$ cat config.mk
export PLATFORM = sky130hd
export DESIGN_NAME = fsgn_opstage
export DESIGN_NICKNAME = d
export VERILOG_FILES = /design/src/rtl/fsgn_opstage_pkg.sv /design/src/rtl/fsgn_opstage_boxchk.sv /design/src/rtl/fsgn_opstage.sv
export SDC_FILE = /design/constraint.sdc
export NUM_CORES = 1
export LEC_CHECK = 0
export BUFFER_PORTS_ARGS = -buffer_cell sky130_fd_sc_hd__buf_2
export CAP_MARGIN = 5
export CORE_UTILIZATION = 45
export DETAILED_ROUTE_END_ITERATION = 10
export GPL_TIMING_DRIVEN = 0
export PLACE_DENSITY = 0.8
export SYNTH_ARGS = -nofsm -noshare
export SYNTH_HDL_FRONTEND = slang
export SYNTH_SLANG_ARGS = --single-unit
$ cat constraint.sdc
create_clock -name clk -period 6.5 [get_ports clk]
set_clock_uncertainty 0.2 [all_clocks]
set_input_delay 0.975 -clock clk [delete_from_list [all_inputs] [get_ports clk]]
set_output_delay 0.975 -clock clk [all_outputs]
set_load 0.005 [all_outputs]
$ cat src/rtl/fsgn_opstage_pkg.sv
// ============================================================================
// Module      : fsgn_opstage_pkg
// Description : Shared FPU constants and types for the sign-injection
//               operand stage.
// Revision    : 1.0 - initial release
// ============================================================================
`default_nettype none

package fsgn_opstage_pkg;

   localparam logic        c_FMT_S        = 1'b0;
   localparam logic        c_FMT_D        = 1'b1;
   localparam logic [63:0] c_CANON_NAN_S  = 64'hFFFFFFFF_7FC00000;

   typedef enum logic [1:0] {
      CNT_EMPTY = 2'd0,
      CNT_ONE   = 2'd1,
      CNT_FULL  = 2'd2
   } occ_e;

   typedef struct packed {
      logic [63:0] x;
      logic        xs;
      logic        ys;
      logic        fmt;
      logic [1:0]  op_ctrl;
   } entry_t;

endpackage

`default_nettype wire

$ cat src/rtl/fsgn_opstage_boxchk.sv
// ============================================================================
// Module      : fsgn_boxchk
// Description : NaN-box check and sign extraction for one FP operand.
// Revision    : 1.0 - initial release
// ============================================================================
`default_nettype none

module fsgn_boxchk
   import fsgn_opstage_pkg::*;
#(
   parameter int FLEN = 64,
   parameter int LEN1 = 32
) (
   input  logic [FLEN-1:0] op_in,
   input  logic            fmt_in,
   output logic [FLEN-1:0] op_chk,
   output logic            sign,
   output logic            bad
);

   // A single-precision value is legal only when its upper half is all ones.
   assign bad    = (fmt_in == c_FMT_S) && !(&op_in[FLEN-1:LEN1]);
   assign op_chk = bad ? c_CANON_NAN_S : op_in;
   assign sign   = (fmt_in == c_FMT_D) ? op_chk[FLEN-1] : op_chk[LEN1-1];

endmodule

`default_nettype wire

$ cat src/rtl/fsgn_opstage.sv
// ============================================================================
// Module      : fsgn_opstage
// Description : Operand stage for FP sign injection: box check, sign
//               extraction and a 2-entry skid FIFO with unboxed counter.
// Revision    : 1.0 - initial release
// ============================================================================
`default_nettype none

module fsgn_opstage
   import fsgn_opstage_pkg::*;
#(
   parameter int FLEN = 64,
   parameter int LEN1 = 32,
   parameter int CNTW = 16
) (
   input  logic            clk,
   input  logic            reset_n,
   input  logic            Flush,
   input  logic            InValid,
   output logic            InReady,
   input  logic [FLEN-1:0] XIn,
   input  logic [FLEN-1:0] YIn,
   input  logic            FmtIn,
   input  logic [1:0]      OpCtrlIn,
   output logic            OutValid,
   input  logic            OutReady,
   output logic [FLEN-1:0] X,
   output logic            Xs,
   output logic            Ys,
   output logic            Fmt,
   output logic [1:0]      OpCtrl,
   output logic [CNTW-1:0] UnboxCnt
);

   logic [FLEN-1:0] w_x_chk;
   logic [FLEN-1:0] w_y_chk;
   logic            w_xs;
   logic            w_ys;
   logic            w_x_bad;
   logic            w_y_bad;
   logic            w_unused_y;
   logic            w_in_xfer;
   logic            w_out_xfer;
   logic            w_in_take;
   logic [CNTW:0]   w_unbox_sum;
   entry_t          w_new;

   occ_e            cnt_q, cnt_d;
   entry_t          main_q, main_d;
   entry_t          skid_q, skid_d;
   logic [CNTW-1:0] unbox_cnt_q, unbox_cnt_d;

   fsgn_boxchk #(.FLEN(FLEN), .LEN1(LEN1)) u_boxchk_x (
      .op_in  (XIn),
      .fmt_in (FmtIn),
      .op_chk (w_x_chk),
      .sign   (w_xs),
      .bad    (w_x_bad)
   );

   fsgn_boxchk #(.FLEN(FLEN), .LEN1(LEN1)) u_boxchk_y (
      .op_in  (YIn),
      .fmt_in (FmtIn),
      .op_chk (w_y_chk),
      .sign   (w_ys),
      .bad    (w_y_bad)
   );

   // Only the sign of Y travels downstream.
   assign w_unused_y = ^w_y_chk;

   assign InReady    = (cnt_q != CNT_FULL);
   assign OutValid   = (cnt_q != CNT_EMPTY);
   assign w_in_xfer  = InValid & InReady;
   assign w_out_xfer = OutValid & OutReady;
   assign w_in_take  = w_in_xfer & ~Flush;

   always_comb begin
      w_new         = '0;
      w_new.x       = w_x_chk;
      w_new.xs      = w_xs;
      w_new.ys      = w_ys;
      w_new.fmt     = FmtIn;
      w_new.op_ctrl = OpCtrlIn;
   end

   always_comb begin
      cnt_d  = cnt_q;
      main_d = main_q;
      skid_d = skid_q;
      if (Flush) begin
         cnt_d = CNT_EMPTY;
      end else begin
         case (cnt_q)
            CNT_EMPTY: begin
               if (w_in_xfer) begin
                  main_d = w_new;
                  cnt_d  = CNT_ONE;
               end
            end
            CNT_ONE: begin
               if (w_in_xfer && w_out_xfer) begin
                  main_d = w_new;
               end else if (w_in_xfer) begin
                  skid_d = w_new;
                  cnt_d  = CNT_FULL;
               end else if (w_out_xfer) begin
                  cnt_d  = CNT_EMPTY;
               end
            end
            CNT_FULL: begin
               if (w_out_xfer) begin
                  main_d = skid_q;
                  cnt_d  = CNT_ONE;
               end
            end
            default: cnt_d = CNT_EMPTY;
         endcase
      end
   end

   always_comb begin
      w_unbox_sum = {1'b0, unbox_cnt_q} + {{CNTW{1'b0}}, w_x_bad}
                                        + {{CNTW{1'b0}}, w_y_bad};
      unbox_cnt_d = unbox_cnt_q;
      if (w_in_take) begin
         unbox_cnt_d = w_unbox_sum[CNTW] ? {CNTW{1'b1}} : w_unbox_sum[CNTW-1:0];
      end
   end

   always_ff @(posedge clk or negedge reset_n) begin
      if (!reset_n) begin
         cnt_q       <= CNT_EMPTY;
         unbox_cnt_q <= '0;
      end else begin
         cnt_q       <= cnt_d;
         unbox_cnt_q <= unbox_cnt_d;
      end
   end

   // Payload registers carry no reset; occupancy alone qualifies them.
   always_ff @(posedge clk) begin
      main_q <= main_d;
      skid_q <= skid_d;
   end

   assign X        = main_q.x;
   assign Xs       = main_q.xs;
   assign Ys       = main_q.ys;
   assign Fmt      = main_q.fmt;
   assign OpCtrl   = main_q.op_ctrl;
   assign UnboxCnt = unbox_cnt_q;

endmodule

`default_nettype wire

==> results.cfg <==
[yosys]
synth_top_family_by_area = simple AND/OR/NAND/NOR gates
synth_fa_ha_area_share_pct = 0.484
yosys.area.top_type = edfxtp_1
synthFlopType = edfxtp_1
synthTopCellsByArea = edfxtp_1, dfrtp_1, nor2_1
synth_top_area_share_pct = 61.6
yosys-top-cells-count = edfxtp_1, nor2_1, nand2_1, a21oi_1, nand2b_1
async_reset_ff_share_pct = 11.5
synthSimpleGateAreaFrac_pct = 21.0
synth-seq-cells = 156
synth.most_common_cell = edfxtp_1
synthXorXnorAreaFrac_pct = 0.521
synthCells = 580
synth_compound_area_share_pct = 6.90
syn-cell-area_um2 = 6720
muxShareOfSynthArea_pct = 0.465
synth_enable_flop_cells = 138
syn_nets = 718
yosys_warnings = 0
seq_area_frac_synth_pct = 68.3
syn-mean-instance-area_um2 = 11.6
ys_types = 37

[floorplanning]
fp.dieH_um = 124
initial_core_util_pct = 46.3
rows = 44
coreArea_um2 = 14500
dieArea_um2 = 15400
die_w_um = 124
ios = 223

[timing]
tightest_slew_ps = 1090
worst_slack_ps = 2130
min_period_ps = 4370
setup_viol_count_final = 0
min_period_over_period_pct = 67.3
setup-tns-final_ps = 0
hold_viol = 0
slew_headroom_pct = 26.5
whs_ps = 284
rsz0062_at_grt = no
max_freq_mhz = 229
finalMaxSlewViolations = 0

[setup_path]
critPathMaxStageDelay_ps = 550
start_kind = primary input
crit_top_cell = buf_2
worst-path-max-fanout = 10
required_ps = 6570
endpoint_kind = flip-flop
path_cells = buf_2 > nand4_1 > nor4_1 > a21oi_1 > inv_1 > buf_2 > buf_2 > fa_1 > inv_1 > ha_1 > and3_1 > and3_1 > nand4_1 > o21ai_0
cp_data_arrival_time_ps = 4440
cpMaxStageDelayCell = nor4_1
worstSetupPathType = in -> reg

[cts]
clkLatencyLatePin_ps = 420
cts_tree = yes
cts_resized = 0
cts_setup_buffers = 0
h-tree-depth = 4
cts_max_path_buffers = 2
cts_made_buffers = 17
clkTransAtPathRegs_ps = 60
clock-sinks = 156
hold_buffers = 0
cts_root_buffer = clkbuf_16

[placement]
dp_slack_ps = 1660
dp_hpwl_um = 11800
io_buffer_count = 191
gp_congestion = 0.832
dp_cells = 959

[route]
ant_nets = 0
dr.pass1.iters = 5
route.vias.total = 5244
route.detailed.drc = 0
routed_wl_um = 16700
drt-initial-drc-count = 441
wl_per_cell_um = 16.9
viasPerCell = 5.29

[grt]
antenna_found_initial = 0
grt_pass1_wl_um = 26300
grt_usage_pct = 22.2
grt_pass1_vias = 4963
overflow = 0
grt_max_degree = 44

[cells_and_area]
diodes = 0
drive_gt1_share_pct = 29.6
final_nets = 932
nFillCells = 1233
final_cells = 991
final_util_pct = 59.6
syn_to_final_growth_pct = 28.9

[worst_hold_path]
hold_path.class = in -> async

[run]
max_cap_viol_count = 0

[pwr]
irDropWorstVdd_v = 0.000172
p_leak_uw = 0.00346
power_density_nw_per_um2 = 288

[outcome]
status = finished, final reports clean
path summary, 6_finish.rpt:
check | endpoint | from | slack, ps | cells past startpoint
hold reg to reg | OpCtrl[1]$_DFFE_PP_ | skid_q[1]$_DFFE_PP_ | 320 | 2
max in group asynchronous | UnboxCnt[2]$_DFFE_PN0P_ | reset_n | 5520 | 1
hold / removal | UnboxCnt[14]$_DFFE_PN0P_ | reset_n | 280 | 1
setup reg to reg | UnboxCnt[11]$_DFFE_PN0P_ | UnboxCnt[0]$_DFFE_PN0P_ | 3850 | 6
min in group clk | OpCtrl[1]$_DFFE_PP_ | skid_q[1]$_DFFE_PP_ | 320 | 2
setup / recovery | UnboxCnt[11]$_DFFE_PN0P_ | XIn[53] | 2130 | 14
stage by stage:
| step | cell area [um2] | total power (uW) |
|---|---|---|
| after floorplan | 6720 | 1320 |
| final | 8660 | 2500 |
| after global routing | 8660 | 2590 |
| after detailed placement | 8030 | 1450 |
| after CTS | 8660 | 2510 |
| after global placement | 7910 | 1440 |
flip-flops by register name (all words and copies together) (netlist names):
name and cells:
X 64, cnt_q 2, Xs 1, Fmt 1, OpCtrl 2, skid_q 69
UnboxCnt 16, Ys 1
worst max-delay path: cells and delay by family:
family	cells	cell delay [ps]
AND/OR/NAND/NOR	5	1470
AO/OA/AOI/OAI	2	480
buffers and inverters	5	1060
adder cells (fa/ha/maj)	2	450
cells by family after synthesis:
family                     after synthesis
AOI/OAI and AO/OA                       88
xor gates and xnor gates                 4
adders and majority gates                2
buffers and inverters                   37
DFF                                    156
muxes                                    3
and+or+nand+nor                        290
layer usage:
layer / routed length [um] / vias to the layer above / share of wire, % / track usage (%)
met2: 8090 / 245 / 48 / 34.9
met5: 0 / - / 0 / 0
li1: - / 2493 / - / -
met4: 502 / 0 / 3.0 / 10.7
met3: 1060 / 35 / 6.3 / 4.53
met1: 7090 / 2471 / 42 / 29.3
layout by cell type, fill, tap and decap left out, drive strengths merged, types with 2 or more instances in the layout:
master,count
o21ai,32
and3,5
xnor2,3
bufinv,4
edfxtp,138
nand4,19
or4,4
or3,2
nand2,76
mux2i,2
clkinv,5
nand2b,43
and4,4
a21oi,46
a31oi,2
o31ai,4
a21o,2
nor2b,3
buf,202
inv,12
nor4,7
dfrtp,18
clkbuf,40
nand3b,2
and2,26
nand3,10
nor2,87
layout make-up:
cell class	instances	area, um2	area share (%)
Clock buffer	17	425	4.91
Multi-Input combinational cell	387	1990	23.0
Tap cell	184	230	2.66
Sequential cell	156	4590	53.0
Timing Repair Buffer	195	1060	12.2
Buffer	30	126	1.46
Clock inverter	15	210	2.43
Inverter	7	26.3	0.303
power by group:
group / internal (uW) / total, uW / switching (uW)
Sequential: 1150 / 1180 / 29.3
Combinational: 111 / 254 / 143
Clock: 651 / 1070 / 415
Total: 1910 / 2500 / 587
(Power assumes the default switching activity.)
